**src/rtl/mult_arb_pkg.sv**
```systemverilog
// Shared types and constants for the mult_arb multiplier-sharing arbiter.
package mult_arb_pkg;

  localparam int unsigned OP_W     = 8;
  localparam int unsigned PROD_W   = 16;
  localparam int unsigned NREQ_MIN = 2;
  localparam int unsigned NREQ_MAX = 8;

  typedef enum logic [1:0] {
    IDLE = 2'd0,
    CALC = 2'd1,
    PIPE = 2'd2,
    RESP = 2'd3
  } state_t;

  typedef struct packed {
    logic [OP_W-1:0] a;
    logic [OP_W-1:0] b;
  } operands_t;

endpackage

```
**src/rtl/mult.sv**
```systemverilog
// Shared combinational 8x8 unsigned multiplier datapath.
module mult
  import mult_arb_pkg::*;
(
  input  logic [OP_W-1:0]   a,
  input  logic [OP_W-1:0]   b,
  output logic [PROD_W-1:0] x
);

  assign x = PROD_W'(a) * PROD_W'(b);

endmodule

```
**src/rtl/mult_rr_pick.sv**
```systemverilog
// Combinational round-robin picker: first set request at or after ptr, wrapping.
module mult_rr_pick #(
  parameter  int unsigned NREQ = 4,
  localparam int unsigned IDW  = $clog2(NREQ)
) (
  input  logic [NREQ-1:0] req,
  input  logic [IDW-1:0]  ptr,
  output logic [NREQ-1:0] grant,
  output logic [IDW-1:0]  idx
);

  logic           found;
  logic [IDW-1:0] cand;

  always_comb begin
    grant = '0;
    idx   = '0;
    found = 1'b0;
    cand  = '0;
    for (int unsigned k = 0; k < NREQ; k++) begin
      cand = IDW'((32'(ptr) + k) % NREQ);
      if (!found && req[cand]) begin
        found = 1'b1;
        idx   = cand;
      end
    end
    grant[idx] = found;
  end

endmodule

```
**src/rtl/mult_arb.sv**
```systemverilog
// Round-robin arbiter sharing one mult instance among NREQ requesters.
// Define MULT_ARB_PIPE_EN to add a PIPE state that re-registers the product.
module mult_arb
  import mult_arb_pkg::*;
#(
  parameter  int unsigned NREQ = 4,
  localparam int unsigned IDW  = $clog2(NREQ)
) (
  input  logic                 clk,
  input  logic                 rst_n,
  input  logic [NREQ-1:0]      req_valid,
  output logic [NREQ-1:0]      req_ready,
  input  logic [NREQ*OP_W-1:0] req_a,
  input  logic [NREQ*OP_W-1:0] req_b,
  output logic                 rsp_valid,
  input  logic                 rsp_ready,
  output logic [IDW-1:0]       rsp_id,
  output logic [PROD_W-1:0]    rsp_x,
  output logic                 busy
);

  if (NREQ < NREQ_MIN || NREQ > NREQ_MAX) begin : g_bad_nreq
    $error("mult_arb: NREQ out of range");
  end

  state_t            state, state_nxt;
  logic [IDW-1:0]    ptr, ptr_nxt, id, pick_idx;
  logic [NREQ-1:0]   pick_grant;
  operands_t         op, req_op;
  logic [PROD_W-1:0] prod, res;
  logic              load_op, load_res;

  mult_rr_pick #(.NREQ(NREQ)) u_pick (
    .req   (req_valid),
    .ptr   (ptr),
    .grant (pick_grant),
    .idx   (pick_idx)
  );

  mult u_mult (
    .a (op.a),
    .b (op.b),
    .x (prod)
  );

  assign req_op.a = req_a[OP_W*32'(pick_idx) +: OP_W];
  assign req_op.b = req_b[OP_W*32'(pick_idx) +: OP_W];
  assign ptr_nxt  = (pick_idx == IDW'(NREQ-1)) ? '0 : pick_idx + IDW'(1);

  always_ff @(posedge clk) begin
    if (!rst_n) state <= IDLE;
    else        state <= state_nxt;
  end

  // Next state and handshake; grants only from IDLE, gated off while in reset.
  always_comb begin
    state_nxt = state;
    req_ready = '0;
    load_op   = 1'b0;
    load_res  = 1'b0;
    case (state)
      IDLE: begin
        if (rst_n && (|req_valid)) begin
          req_ready = pick_grant;
          load_op   = 1'b1;
          state_nxt = CALC;
        end
      end
      CALC: begin
        load_res = 1'b1;
`ifdef MULT_ARB_PIPE_EN
        state_nxt = PIPE;
`else
        state_nxt = RESP;
`endif
      end
`ifdef MULT_ARB_PIPE_EN
      PIPE: state_nxt = RESP;
`else
      PIPE: state_nxt = IDLE;
`endif
      RESP: begin
        if (rsp_ready) state_nxt = IDLE;
      end
      default: state_nxt = IDLE;
    endcase
  end

  always_ff @(posedge clk) begin
    if (!rst_n) begin
      ptr <= '0;
      id  <= '0;
      op  <= '0;
      res <= '0;
    end else begin
      if (load_op) begin
        op  <= req_op;
        id  <= pick_idx;
        ptr <= ptr_nxt;
      end
      if (load_res) res <= prod;
    end
  end

`ifdef MULT_ARB_PIPE_EN
  logic [PROD_W-1:0] res2;

  // Second product stage gives a retimed multiplier an extra cycle.
  always_ff @(posedge clk) begin
    if (!rst_n)             res2 <= '0;
    else if (state == PIPE) res2 <= res;
  end

  assign rsp_x = res2;
`else
  assign rsp_x = res;
`endif

  assign rsp_valid = (state == RESP);
  assign rsp_id    = id;
  assign busy      = (state != IDLE);

endmodule

```
**config.mk**
```make
export PLATFORM = sky130hd
export DESIGN_NAME = mult_arb
export DESIGN_NICKNAME = d
export VERILOG_FILES = /design/src/rtl/mult_arb_pkg.sv /design/src/rtl/mult.sv /design/src/rtl/mult_rr_pick.sv /design/src/rtl/mult_arb.sv
export SDC_FILE = /design/constraint.sdc
export NUM_CORES = 1
export LEC_CHECK = 0
export ABC_AREA = 1
export CAP_MARGIN = 20
export CELL_PAD_IN_SITES_DETAIL_PLACEMENT = 1
export CELL_PAD_IN_SITES_GLOBAL_PLACEMENT = 2
export CORE_UTILIZATION = 30
export DETAILED_ROUTE_END_ITERATION = 10
export PLACE_DENSITY_LB_ADDON = 0.1
export SLEW_MARGIN = 20
export SYNTH_ARGS = -nofsm -noshare
export SYNTH_HDL_FRONTEND = slang
export SYNTH_SLANG_ARGS = --single-unit
```
**constraint.sdc**
```tcl
create_clock -name clk -period 8.4 [get_ports clk]
set_input_delay 1.68 -clock clk [delete_from_list [all_inputs] [get_ports clk]]
set_output_delay 1.68 -clock clk [all_outputs]
set_load 0.03 [all_outputs]
```
# After elaboration in Yosys (flattened, before gate mapping)

Index checks and enable logic that the tools add are counted.
Widths: inputs -> output; s select.

Bits in registers: 38
Output and inout bits: 24
Word-level logic and storage cells: 65

Add/sub/neg operators: 4
Multiply operators: 1
Magnitude comparators: 6
Equality and inequality tests: 6
Shifts and indexed selects: 2
Mux-type cells: 27
Bitwise gates (word level): 1
Reduce and logical (&&, ||, !) cells: 12

Operators with widths:

| operator            | count |
|---|---|
| $shiftx 32x6->8     | 2 |
| $mul 8x8->16        | 1 |
| $lt 2x3->1 const B  | 5 |
| $mux 2              | 7 |
| $mux 1              | 12 |
| $bmux 1 s2          | 4 |
| $mux 4              | 2 |
| $pmux 2 s4          | 1 |
| $eq 2x2->1 const B  | 3 |
| $logic_and 1x1->1   | 5 |
| $add 2x1->2 const B | 2 |
| $add 2x2->2 const B | 2 |
| $and 4x4->4         | 1 |
| $reduce_or 4->1     | 1 |
| $logic_not 1->1     | 3 |
| $demux 1 s2         | 1 |
| $eq 2x1->1 const B  | 1 |
| $ge 2x1->1 const B  | 1 |
| $logic_not 2->1     | 1 |
| $ne 2x1->1 const B  | 1 |
| $ne 2x2->1 const B  | 1 |
| $reduce_and 2->1    | 1 |
| $reduce_bool 2->1   | 1 |

# Longest topological paths before layout

Gate-level depths: netlist (run 1).

Depth in word-level cells: 19
Depth in mapped cells: 22
Depth with buffers taken out: 21

# Modules after synthesis

A second synthesis (run 1) with hierarchy kept.

Cell total of the unflattened synthesis: 851
Area total of the unflattened synthesis: 5019.8 sq um

Modules (own cells, without submodules):

| module       | times used | cells an instance | area each (sq um) |
|---|---|---|---|
| mult         | 1          | 375               | 2396.0 |
| mult_arb     | 1          | 402               | 2311.0 |
| mult_rr_pick | 1          | 74                | 312.8 |

# Worst setup path before layout (run 1)

Ideal clock, no wire load.

Path kind: input port to output port
Start point: input req_valid[3]
End point: output req_ready[3]
Data arrival time: 3.179 ns
Path slack: 3.541 ns
Stages: 13
Buffers on the path: 1
Path through: inv_1 -> nand2_1 -> nand3_1 -> nand2_2 -> nor2_4 -> nand3_1 -> nand3_2 -> nand2_4 -> inv_4 -> buf_6 -> ha_1 -> inv_1 -> nor2_1

Longest elaborated chain between the ends: 19
Elaborated cells between the ends (all ways): 32

RTL lines:

| element                                                               | line               | RTL |
|---|---|---|
| start, declared                                                       | mult_arb.sv:11     | `input logic [NREQ-1:0] req_valid,` |
| $bmux 1 s2                                                            | mult_rr_pick.sv:22 | `if (!found && req[cand]) begin` |
| $mux 1 (not written as such)                                          | mult_rr_pick.sv:22 |  |
| $mux 1                                                                | mult_rr_pick.sv:22 |  |
| $logic_not 1->1                                                       | mult_rr_pick.sv:22 |  |
| $logic_and 1x1->1                                                     | mult_rr_pick.sv:22 |  |
| $mux 1                                                                | mult_rr_pick.sv:22 |  |
| $logic_not 1->1                                                       | mult_rr_pick.sv:22 |  |
| $logic_and 1x1->1                                                     | mult_rr_pick.sv:22 |  |
| (+4 left out)                                                         | n/a                |  |
| via pick_idx[1]                                                       | mult_arb.sv:27     | `logic [IDW-1:0] ptr, ptr_nxt, id, pick_idx;` |
| $lt 2x3->1 (not written as such) / $ge 2x1->1 (equally long branches) | mult_rr_pick.sv:27 | `grant[idx] = found;` |
| $logic_and 1x1->1 (not written as such)                               | mult_rr_pick.sv:27 |  |
| $mux 1 (not written as such)                                          | mult_rr_pick.sv:27 |  |
| $demux 1 s2 *                                                         | n/a                |  |
| $and 4x4->4 (no line) *                                               | n/a                |  |
| $mux 4 *                                                              | mult_arb.sv:63     | `if (rst_n && (\|req_valid)) begin` |
| $mux 4 *                                                              | mult_arb.sv:61     | `case (state)` |
| end, declared                                                         | mult_arb.sv:12     | `output logic [NREQ-1:0] req_ready,` |

Mark *: on every way through the listed nets, which the timed path passes. The rest lies on a longest branch. The select of a mux whose other input is x is not followed.

# Worst setup path after layout (run 1)

Start point: input req_valid[3]
End point: output req_ready[3]

Longest elaborated chain between the ends: 19
Elaborated cells between the ends (all ways): 32

RTL lines:

| element                                                               | line |
|---|---|
| $bmux 1 s2                                                            | mult_rr_pick.sv:22 |
| $mux 1 (not written as such)                                          | mult_rr_pick.sv:22 |
| $mux 1                                                                | mult_rr_pick.sv:22 |
| $logic_not 1->1                                                       | mult_rr_pick.sv:22 |
| $logic_and 1x1->1                                                     | mult_rr_pick.sv:22 |
| $mux 1                                                                | mult_rr_pick.sv:22 |
| $logic_not 1->1                                                       | mult_rr_pick.sv:22 |
| $logic_and 1x1->1                                                     | mult_rr_pick.sv:22 |
| (+3 left out)                                                         | n/a |
| $mux 2                                                                | mult_rr_pick.sv:22 |
| $lt 2x3->1 (not written as such) / $ge 2x1->1 (equally long branches) | mult_rr_pick.sv:27 |
| $logic_and 1x1->1 (not written as such)                               | mult_rr_pick.sv:27 |
| $mux 1 (not written as such)                                          | mult_rr_pick.sv:27 |
| $demux 1 s2                                                           | n/a |
| $and 4x4->4 (no line)                                                 | n/a |
| $mux 4 *                                                              | mult_arb.sv:63 |
| $mux 4 *                                                              | mult_arb.sv:61 |

Mark *: on every way between the ends. The rest lies on a longest branch, timed or not. The select of a mux whose other input is x is not followed.

==> impl_metrics.json, run 1 <==
{
  "run_status": "completed",
  "ys_warn_count": 0,
  "cpPeakStageDelay_ns": 0.68,
  "portBuffers": 94,
  "wirelength_mm": 13.0,
  "start_util": 0.307,
  "crit_chain": "clkdlybuf4s50_1 -> inv_1 -> nand2_1 -> nand3_1 -> nand2_2 -> inv_2 -> nand3_2 -> nand3_4 -> inv_2 -> ha_1 -> inv_1 -> nor2_1 -> clkdlybuf4s50_1",
  "setup_ws_ns": 2.00,
  "max_cap_viol_count": 0,
  "cts_sinks": 38,
  "peakVddDrop_v": 0.0000756,
  "drt_iter0_drc": 132,
  "first_pass_iters": 4,
  "grt_pass1_vias": 4630,
  "worstPathArrival_ns": 4.72,
  "p_int_mw": 0.538,
  "synth_top_cell_by_area": "nand2_1",
  "clk_pin_slew_worst_paths_ns": 0.05,
  "yosysMostFrequentCell": "nand2_1",
  "cp_max_fo": 36,
  "rsz0062_at_grt": "no",
  "r2r_cells": 18,
  "fmax_mhz": 156,
  "die_y_um": 124,
  "syn_inst": 683,
  "drtAntennaViolNets": 0,
  "synth_fp_nets": 830,
  "finalCritPeriodShare": 0.761,
  "pwr-share-seq": 0.292,
  "htreeDepth": 2,
  "rows": 44,
  "synthTopCellsByCount": "nand2_1, inv_1, nand3_1, ha_1, dfxtp_1",
  "p_leak_nw": 3.20,
  "clk_path_buf_depth": 2,
  "worst_ep_required_time_ns": 6.72,
  "min_from": "rsp_id[1]$_SDFFE_PN0P_",
  "synth_flop_cell": "dfxtp_1",
  "avgSynthCellArea_um2": 6.53,
  "worst_setup_path_start_kind": "input port",
  "synthDominantCellAreaShare": 0.186,
  "antenna_found_initial": 0,
  "cp-end-kind": "output port",
  "numCtsBuffers": 5,
  "area_growth_pct": 26.5,
  "via_per_inst": 4.61,
  "slew_viol_final": 0,
  "synthesis.area_um2": 4460,
  "ys_seq_area_frac": 0.171,
  "globalplace.congestion": 0.805,
  "p_sw_mw": 0.418,
  "postCtsSetupRepairBufs": 0,
  "cts_tree": "built",
  "ctsResizeCount": 0,
  "hold_path_class": "flop to flop",
  "track_usage": 0.186,
  "worst_pin_slew_ns": 0.930,
  "holdPathStages": 2,
  "ys_ff_latch": 38,
  "die_x_um": 124,
  "clock_skew_ns": 0.00359,
  "grt_pass1_wl_mm": 22.2,
  "synthDistinctLibCells": 32,
  "ioPinCount": 95,
  "grt.overflow.total": 0,
  "synth_edf_count": 0,
  "grt_max_degree": 37,
  "cts_hold_buf": 0,
  "pre_cts_ws_ns": 1.99,
  "drcViolationCount": 0,
  "fin_tns_setup_ns": 0,
  "clkPwrFrac": 0.226,
  "crit_type": "input port to output port",
  "routedWlPerCell_um": 13.9,
  "drive_gt1_frac": 0.0332,
  "setup_viol": 0,
  "finalNetCount": 900,
  "comb_power_share": 0.482,
  "maxSlewHeadroom": 0.378,
  "routed-via-count": 4321,
  "crit_start": "req_valid[3]",
  "async_flop_share": 0,
  "switching_share": 0.438,
  "period_needed_ns": 6.40,
  "power_density_nw_per_um2": 170,
  "core-area_um2": 14500,
  "synth_area_leaders": "nand2_1, dfxtp_1, fa_1",
  "diodes": 0,
  "hold_viol": 0,
  "reg2reg_from": "op[8]$_SDFFE_PN0P_",
  "cts-root-buf": "clkbuf_16",
  "cp_slowest_cell": "clkdlybuf4s50_1",
  "fp.dieArea_um2": 15400,
  "worstSkewPairLatency_ns": 0.28,
  "dp_hpwl_mm": 10.8
}
[final timing paths]
check | to | slack [ns]
worst min-delay path | rsp_id[1]$_SDFFE_PN0P_ | 0.48
worst max-delay path | req_ready[3] | 2.00
worst max register to register | rsp_x[12]$_SDFFE_PN0P_ | 3.65
worst min register to register | rsp_id[1]$_SDFFE_PN0P_ | 0.48
[through the flow]
step | power [mW] | utilization | instances | hold slack (ns) | area [um2]
final | 0.956 | 0.388 | 937 | 0.475 | 5640
after global routing | 1.05 | 0.388 | 937 | 0.513 | 5640
after CTS | 0.977 | 0.388 | 937 | 0.477 | 5640
after detailed placement | 0.751 | 0.376 | 930 | 0.464 | 5470
after global placement | 0.743 | 0.376 | 930 | 0.448 | 5470
after floorplan | 0.599 | - | 683 | 0.483 | 4460
[cell type report]
type                       instances  area [um2]
sequential                        38         761
timing repair buffer              96         956
clock buffer                       6         139
fill                            1884        8900
multi-input combinational        471        2990
tap                              184         230
clock inverter                     1        30.0
inverter                         141         532
[power by group through the flow]
stage,clock network [mW],logic (mW),registers [mW]
after floorplan,0,0.350,0.250
after global placement,0,0.459,0.285
after detailed placement,0,0.466,0.285
after CTS,0.225,0.470,0.282
after global routing,0.231,0.532,0.288
final,0.216,0.461,0.279
[flip-flops by register name, indices dropped and copies added (netlist names)]
signal,flops
ptr,2
op,16
rsp_id,2
rsp_x,16
state,2
[cells by family after synthesis]
logic type | after synthesis | share of synthesized area
AO/OA/AOI/OAI | 43 | 0.0522
XOR/XNOR | 9 | 0.0177
adder cells (fa/ha/maj) | 76 | 0.274
buffers and inverters | 174 | 0.159
flip-flops | 38 | 0.171
AND/OR/NAND/NOR | 343 | 0.327
[worst max-delay path, delay by kind of cell]
family | cells | cell delay, ns
simple gates | 6 | 0.90
fa+ha+maj | 1 | 0.23
buf+inv | 6 | 1.89
[per-layer routing]
| metal | wire [um] | global-route usage | up-vias | share of wire |
|---|---|---|---|---|
| li1 | - | - | 2194 | - |
| met1 | 6100 | 0.242 | 2055 | 0.47 |
| met2 | 6450 | 0.325 | 62 | 0.49 |
| met3 | 340 | 0.0224 | 10 | 0.026 |
| met4 | 161 | 0.0432 | 0 | 0.012 |
| met5 | 0 | 0 | - | 0 |
[cells in the final DEF, fill, tap and decap left out, types with 2 or more instances in the layout]
| cell type | n |
|---|---|
| a21oi_1 | 17 |
| buf_4 | 2 |
| clkbuf_16 | 5 |
| clkdlybuf4s50_1 | 94 |
| dfxtp_1 | 38 |
| fa_1 | 36 |
| ha_1 | 40 |
| inv_1 | 135 |
| inv_2 | 4 |
| nand2_1 | 221 |
| nand2_2 | 3 |
| nand2_4 | 2 |
| nand3_1 | 64 |
| nand3_2 | 2 |
| nand4_1 | 8 |
| nor2_1 | 37 |
| nor3_1 | 2 |
| o211ai_1 | 3 |
| o21ai_0 | 19 |
| xnor2_1 | 3 |
| xor2_1 | 6 |
Power figures use the tool's default switching activity.
==> run 2: changes to the inputs <==
--- a/config.mk
+++ b/config.mk
@@ -9,7 +9,7 @@
 export CAP_MARGIN = 20
 export CELL_PAD_IN_SITES_DETAIL_PLACEMENT = 1
 export CELL_PAD_IN_SITES_GLOBAL_PLACEMENT = 2
-export CORE_UTILIZATION = 30
+export CORE_UTILIZATION = 25
 export DETAILED_ROUTE_END_ITERATION = 10
 export PLACE_DENSITY_LB_ADDON = 0.1
 export SLEW_MARGIN = 20
==> constraint.sdc (replaced) <==
create_clock -name clk -period 5.8 [get_ports clk]
set_input_delay 1.16 -clock clk [delete_from_list [all_inputs] [get_ports clk]]
set_output_delay 1.16 -clock clk [all_outputs]
set_load 0.03 [all_outputs]
==> impl_metrics.json, run 2 (synthesized netlist as in run 1, its figures left out) <==
{
  "power_density_nw_per_um2": 239,
  "fin_tns_setup_ns": 0,
  "setup_viol": 0,
  "rsz0062_at_grt": "no",
  "peakVddDrop_v": 0.0000903,
  "worst_ep_required_time_ns": 4.64,
  "routed-via-count": 4290,
  "drcViolationCount": 0,
  "clock_skew_ns": 0.00936,
  "antenna_found_initial": 0,
  "crit_type": "input port to output port",
  "wirelength_mm": 13.5,
  "fillers": 2197,
  "max_cap_viol_count": 0,
  "diodes": 0,
  "run_status": "completed",
  "finalNetCount": 900,
  "core-area_um2": 17400,
  "place_area_um2": 5510,
  "start_util": 0.257,
  "r2r_slack_ns": 1.20,
  "most-common-layout-cells": "nand2_1, inv_1, clkdlybuf4s50_1",
  "grt_pass1_wl_mm": 23.1,
  "via_per_inst": 4.38,
  "multi_input_area_um2": 2990,
  "ctsResizeCount": 0,
  "cts_sinks": 38,
  "numCtsBuffers": 5,
  "crit_family": "buffers and inverters",
  "cts_tree": "built",
  "worstPathArrival_ns": 3.76,
  "cp-end-kind": "output port",
  "drive_gt1_frac": 0.0398,
  "crit_chain": "clkdlybuf4s50_1 -> inv_1 -> nand2_1 -> nand3_1 -> nand2_2 -> inv_2 -> nand3_2 -> nand3_4 -> inv_2 -> ha_1 -> inv_1 -> nor2_1 -> buf_4",
  "worst_setup_path_start_kind": "input port",
  "path_buf_inv": 6,
  "cpPeakStageDelay_ns": 0.57,
  "portBuffers": 94,
  "postCtsSetupRepairBufs": 0,
  "clk_path_buf_depth": 2,
  "area_growth_pct": 27.0,
  "maxSlewHeadroom": 0.318,
  "die_x_um": 136,
  "fp.dieArea_um2": 18400,
  "grt_pass1_vias": 4719,
  "drtAntennaViolNets": 0,
  "worst_pin_slew_ns": 1.02,
  "dp_hpwl_mm": 11.1,
  "period_needed_ns": 4.92,
  "finalCritPeriodShare": 0.848,
  "placed_cells": 971,
  "track_usage": 0.160,
  "grt.overflow.total": 0,
  "cp_slowest_cell": "inv_2",
  "htreeDepth": 2,
  "fmax_mhz": 203,
  "final_common_cell": "nand2_1",
  "fin_cells": 979,
  "first_pass_iters": 4,
  "grt_max_degree": 37,
  "clk_pin_slew_worst_paths_ns": 0.05,
  "routedWlPerCell_um": 13.8,
  "rows": 48,
  "cts-root-buf": "clkbuf_16",
  "final_core_util": 0.326,
  "worstSkewPairLatency_ns": 0.29,
  "slew_viol_final": 0,
  "stdcell_area_um2": 5660,
  "ioPinCount": 95,
  "hold_viol": 0,
  "cp_max_fo": 36,
  "regArea_um2": 761,
  "hold_path_class": "flop to flop",
  "drt_iter0_drc": 132,
  "die_y_um": 136,
  "p_leak_nw": 3.20,
  "cts_hold_buf": 0,
  "globalplace.congestion": 0.765
}
-- run 2: routing by layer --
metal  vias to the layer above  track usage  wire length, um
met2                        48        0.286             6730
met4                         0       0.0300              106
met5                         -            0                0
met1                      2038        0.206             6240
met3                         7       0.0210              423
li1                       2197            -                -
-- run 2: where the power goes --
part | internal, mW | switching (mW)
registers | 0.307 | 0.0980
logic | 0.258 | 0.409
clock network | 0.170 | 0.110
total | 0.735 | 0.617
-- run 2: final timing paths --
path,cells after the start,to,from
worst max register to register,18,rsp_x[12]$_SDFFE_PN0P_,op[8]$_SDFFE_PN0P_
worst min register to register,2,rsp_id[1]$_SDFFE_PN0P_,rsp_id[1]$_SDFFE_PN0P_
worst max-delay path,13,req_ready[3],req_valid[3]
worst min-delay path,2,rsp_id[1]$_SDFFE_PN0P_,rsp_id[1]$_SDFFE_PN0P_
-- run 2: stage by stage --
step	hold WS, ns	setup WS [ns]	power, mW
4_1_cts	0.469	0.829	1.39
5_1_grt	0.509	0.614	1.49
2_1_floorplan	0.483	1.58	0.868
3_3_place_gp	0.451	0.931	1.09
3_5_place_dp	0.456	0.836	1.10
6_report	0.461	0.880	1.35
-- run 2: tightest hold or removal path, cell delays in order (launching register included) --
cell	delay, ns
dfxtp_1	0.33
nand2_1	0.05
o21ai_0	0.05
-- run 2: layout make-up --
class / count / area share
Clock buffer: 6 / 0.0245
Clock inverter: 2 / 0.00221
Inverter: 141 / 0.0939
Multi-Input combinational cell: 471 / 0.528
Sequential cell: 38 / 0.134
Tap cell: 225 / 0.0497
Timing Repair Buffer: 96 / 0.167
==> run 3: changes to the inputs <==
--- a/config.mk
+++ b/config.mk
@@ -9,7 +9,7 @@
 export CAP_MARGIN = 20
 export CELL_PAD_IN_SITES_DETAIL_PLACEMENT = 1
 export CELL_PAD_IN_SITES_GLOBAL_PLACEMENT = 2
-export CORE_UTILIZATION = 25
+export CORE_UTILIZATION = 28
 export DETAILED_ROUTE_END_ITERATION = 10
 export PLACE_DENSITY_LB_ADDON = 0.1
 export SLEW_MARGIN = 20
==> constraint.sdc (replaced) <==
create_clock -name clk -period 4.9 [get_ports clk]
set_input_delay 0.98 -clock clk [delete_from_list [all_inputs] [get_ports clk]]
set_output_delay 0.98 -clock clk [all_outputs]
set_load 0.03 [all_outputs]
==> impl_metrics.json, run 3 (synthesized netlist as in run 1, its figures left out) <==
{
  "run_status": "completed",
  "routed-via-count": 4335,
  "cts-root-buf": "clkbuf_16",
  "drtAntennaViolNets": 0,
  "routedWlPerCell_um": 14.4,
  "peakVddDrop_v": 0.000144,
  "drcViolationCount": 0,
  "finalNetCount": 910,
  "p_leak_nw": 3.24,
  "finalCritPeriodShare": 0.938,
  "worstPathArrival_ns": 4.79,
  "period_needed_ns": 4.60,
  "fp.dieArea_um2": 16400,
  "cts_sinks": 38,
  "cp_max_fo": 9,
  "die_x_um": 128,
  "r2r_slack_ns": 0.30,
  "r2r-end": "rsp_x[12]$_SDFFE_PN0P_",
  "rows": 45,
  "ctsResizeCount": 0,
  "cts_hold_buf": 0,
  "globalplace.congestion": 0.822,
  "track_usage": 0.188,
  "cp-endpoint": "rsp_x[12]$_SDFFE_PN0P_",
  "crit_start": "op[8]$_SDFFE_PN0P_",
  "grt_pass1_vias": 4834,
  "power_density_nw_per_um2": 283,
  "hold_path_class": "flop to flop",
  "die_y_um": 128,
  "postCtsSetupRepairBufs": 0,
  "fillers": 1958,
  "ioPinCount": 95,
  "core-area_um2": 15400,
  "rsz0062_at_grt": "no",
  "numCtsBuffers": 5,
  "maxSlewHeadroom": 0.545,
  "worst_ep_required_time_ns": 5.09,
  "max_cap_viol_count": 0,
  "worstSkewPairLatency_ns": 0.29,
  "diodes": 0,
  "crit_type": "flop to flop",
  "clock_skew_ns": 0.00455,
  "via_per_inst": 4.45,
  "fmax_mhz": 218,
  "start_util": 0.290,
  "worst_pin_slew_ns": 0.682,
  "pre_cts_ws_ns": 0.347,
  "cp-end-kind": "flop",
  "hold_viol": 0,
  "fin_tns_setup_ns": 0,
  "clk_path_buf_depth": 2,
  "antenna_found_initial": 0,
  "final_common_cell": "nand2_1",
  "setup_ws_ns": 0.303,
  "grt.overflow.total": 0,
  "most-common-layout-cells": "nand2_1, inv_1, clkdlybuf4s50_1",
  "worst_setup_path_start_kind": "flop",
  "clk_pin_slew_worst_paths_ns": 0.06,
  "portBuffers": 94,
  "drive_gt1_frac": 0.0511,
  "slew_viol_final": 0,
  "drt_iter0_drc": 152,
  "dp_hpwl_mm": 11.5,
  "htreeDepth": 2,
  "grt_max_degree": 36,
  "setup_viol": 0,
  "wirelength_mm": 14.1,
  "cts_tree": "built",
  "r2r_cells": 18,
  "grt_pass1_wl_mm": 24.2,
  "area_growth_pct": 28.0,
  "first_pass_iters": 4,
  "reg2reg_from": "op[8]$_SDFFE_PN0P_"
}
run 3: cell count changes in the layout (fill, tap and decap cells not counted), sizes merged:
cell,change
buf,+10
clkinv,-1
run 3: report_power, final:
part	internal, mW	leakage (nW)	switching [mW]
combinational	0.324	2.86	0.532
sequential	0.364	0.313	0.0749
clock	0.186	0.0629	0.133
run 3: metal layers:
layer,track usage,vias to the layer above,wire length (um),part of all wire
li1,-,2215,-,-
met1,0.240,2057,6610,0.47
met2,0.340,56,7000,0.50
met3,0.0259,7,347,0.025
met4,0.0311,0,98,0.0070
met5,0,-,0,0
run 3: worst max-delay path: stages (launching register included):
cell      delay [ns]
dfxtp_1         0.51
nand2_1         0.14
fa_1            0.56
fa_1            0.56
inv_1           0.06
fa_1            0.54
inv_1           0.06
fa_1            0.53
inv_1           0.05
ha_1            0.35
a21oi_1         0.21
a21boi_0        0.30
o21ai_0         0.20
nand3_1         0.14
nand3_1         0.08
nand2_1         0.06
nand3_1         0.06
nand2_1         0.07
inv_1           0.03
run 3: how the worst min path moves through the flow:
stage / startpoint / to / slack, ns / cells after the start
after CTS: rsp_id[1]$_SDFFE_PN0P_ / rsp_id[1]$_SDFFE_PN0P_ / 0.46 / 2
after global placement: rsp_id[1]$_SDFFE_PN0P_ / rsp_id[1]$_SDFFE_PN0P_ / 0.44 / 2
after detailed placement: rsp_id[1]$_SDFFE_PN0P_ / rsp_id[1]$_SDFFE_PN0P_ / 0.45 / 2
after global routing: rsp_x[0]$_SDFFE_PN0P_ / rsp_x[0]$_SDFFE_PN0P_ / 0.49 / 2
final: rsp_id[1]$_SDFFE_PN0P_ / rsp_id[1]$_SDFFE_PN0P_ / 0.46 / 2
after floorplan: state[0]$_SDFFE_PN0P_ / state[1]$_SDFFE_PN0P_ / 0.48 / 2
run 3: final cells by class:
| type | instances | area, um2 | area share |
|---|---|---|---|
| clock buffer | 6 | 129 | 0.0226 |
| clock inverter | 1 | 7.51 | 0.00132 |
| inverter | 141 | 532 | 0.0932 |
| multi-input combinational | 471 | 2990 | 0.524 |
| sequential | 38 | 761 | 0.133 |
| tap | 211 | 264 | 0.0463 |
| timing repair buffer | 106 | 1020 | 0.179 |
run 3: per-stage QoR:
| stage | instances | instance area [um2] | total power [mW] | hold WS, ns | utilization |
|---|---|---|---|---|---|
| after floorplan | 683 | 4460 | 1.03 | 0.483 | - |
| after global placement | 967 | 5570 | 1.30 | 0.442 | 0.362 |
| after detailed placement | 967 | 5570 | 1.31 | 0.451 | 0.362 |
| after CTS | 974 | 5700 | 1.65 | 0.465 | 0.371 |
| after global routing | 974 | 5710 | 1.78 | 0.486 | 0.371 |
| final | 974 | 5710 | 1.61 | 0.458 | 0.371 |
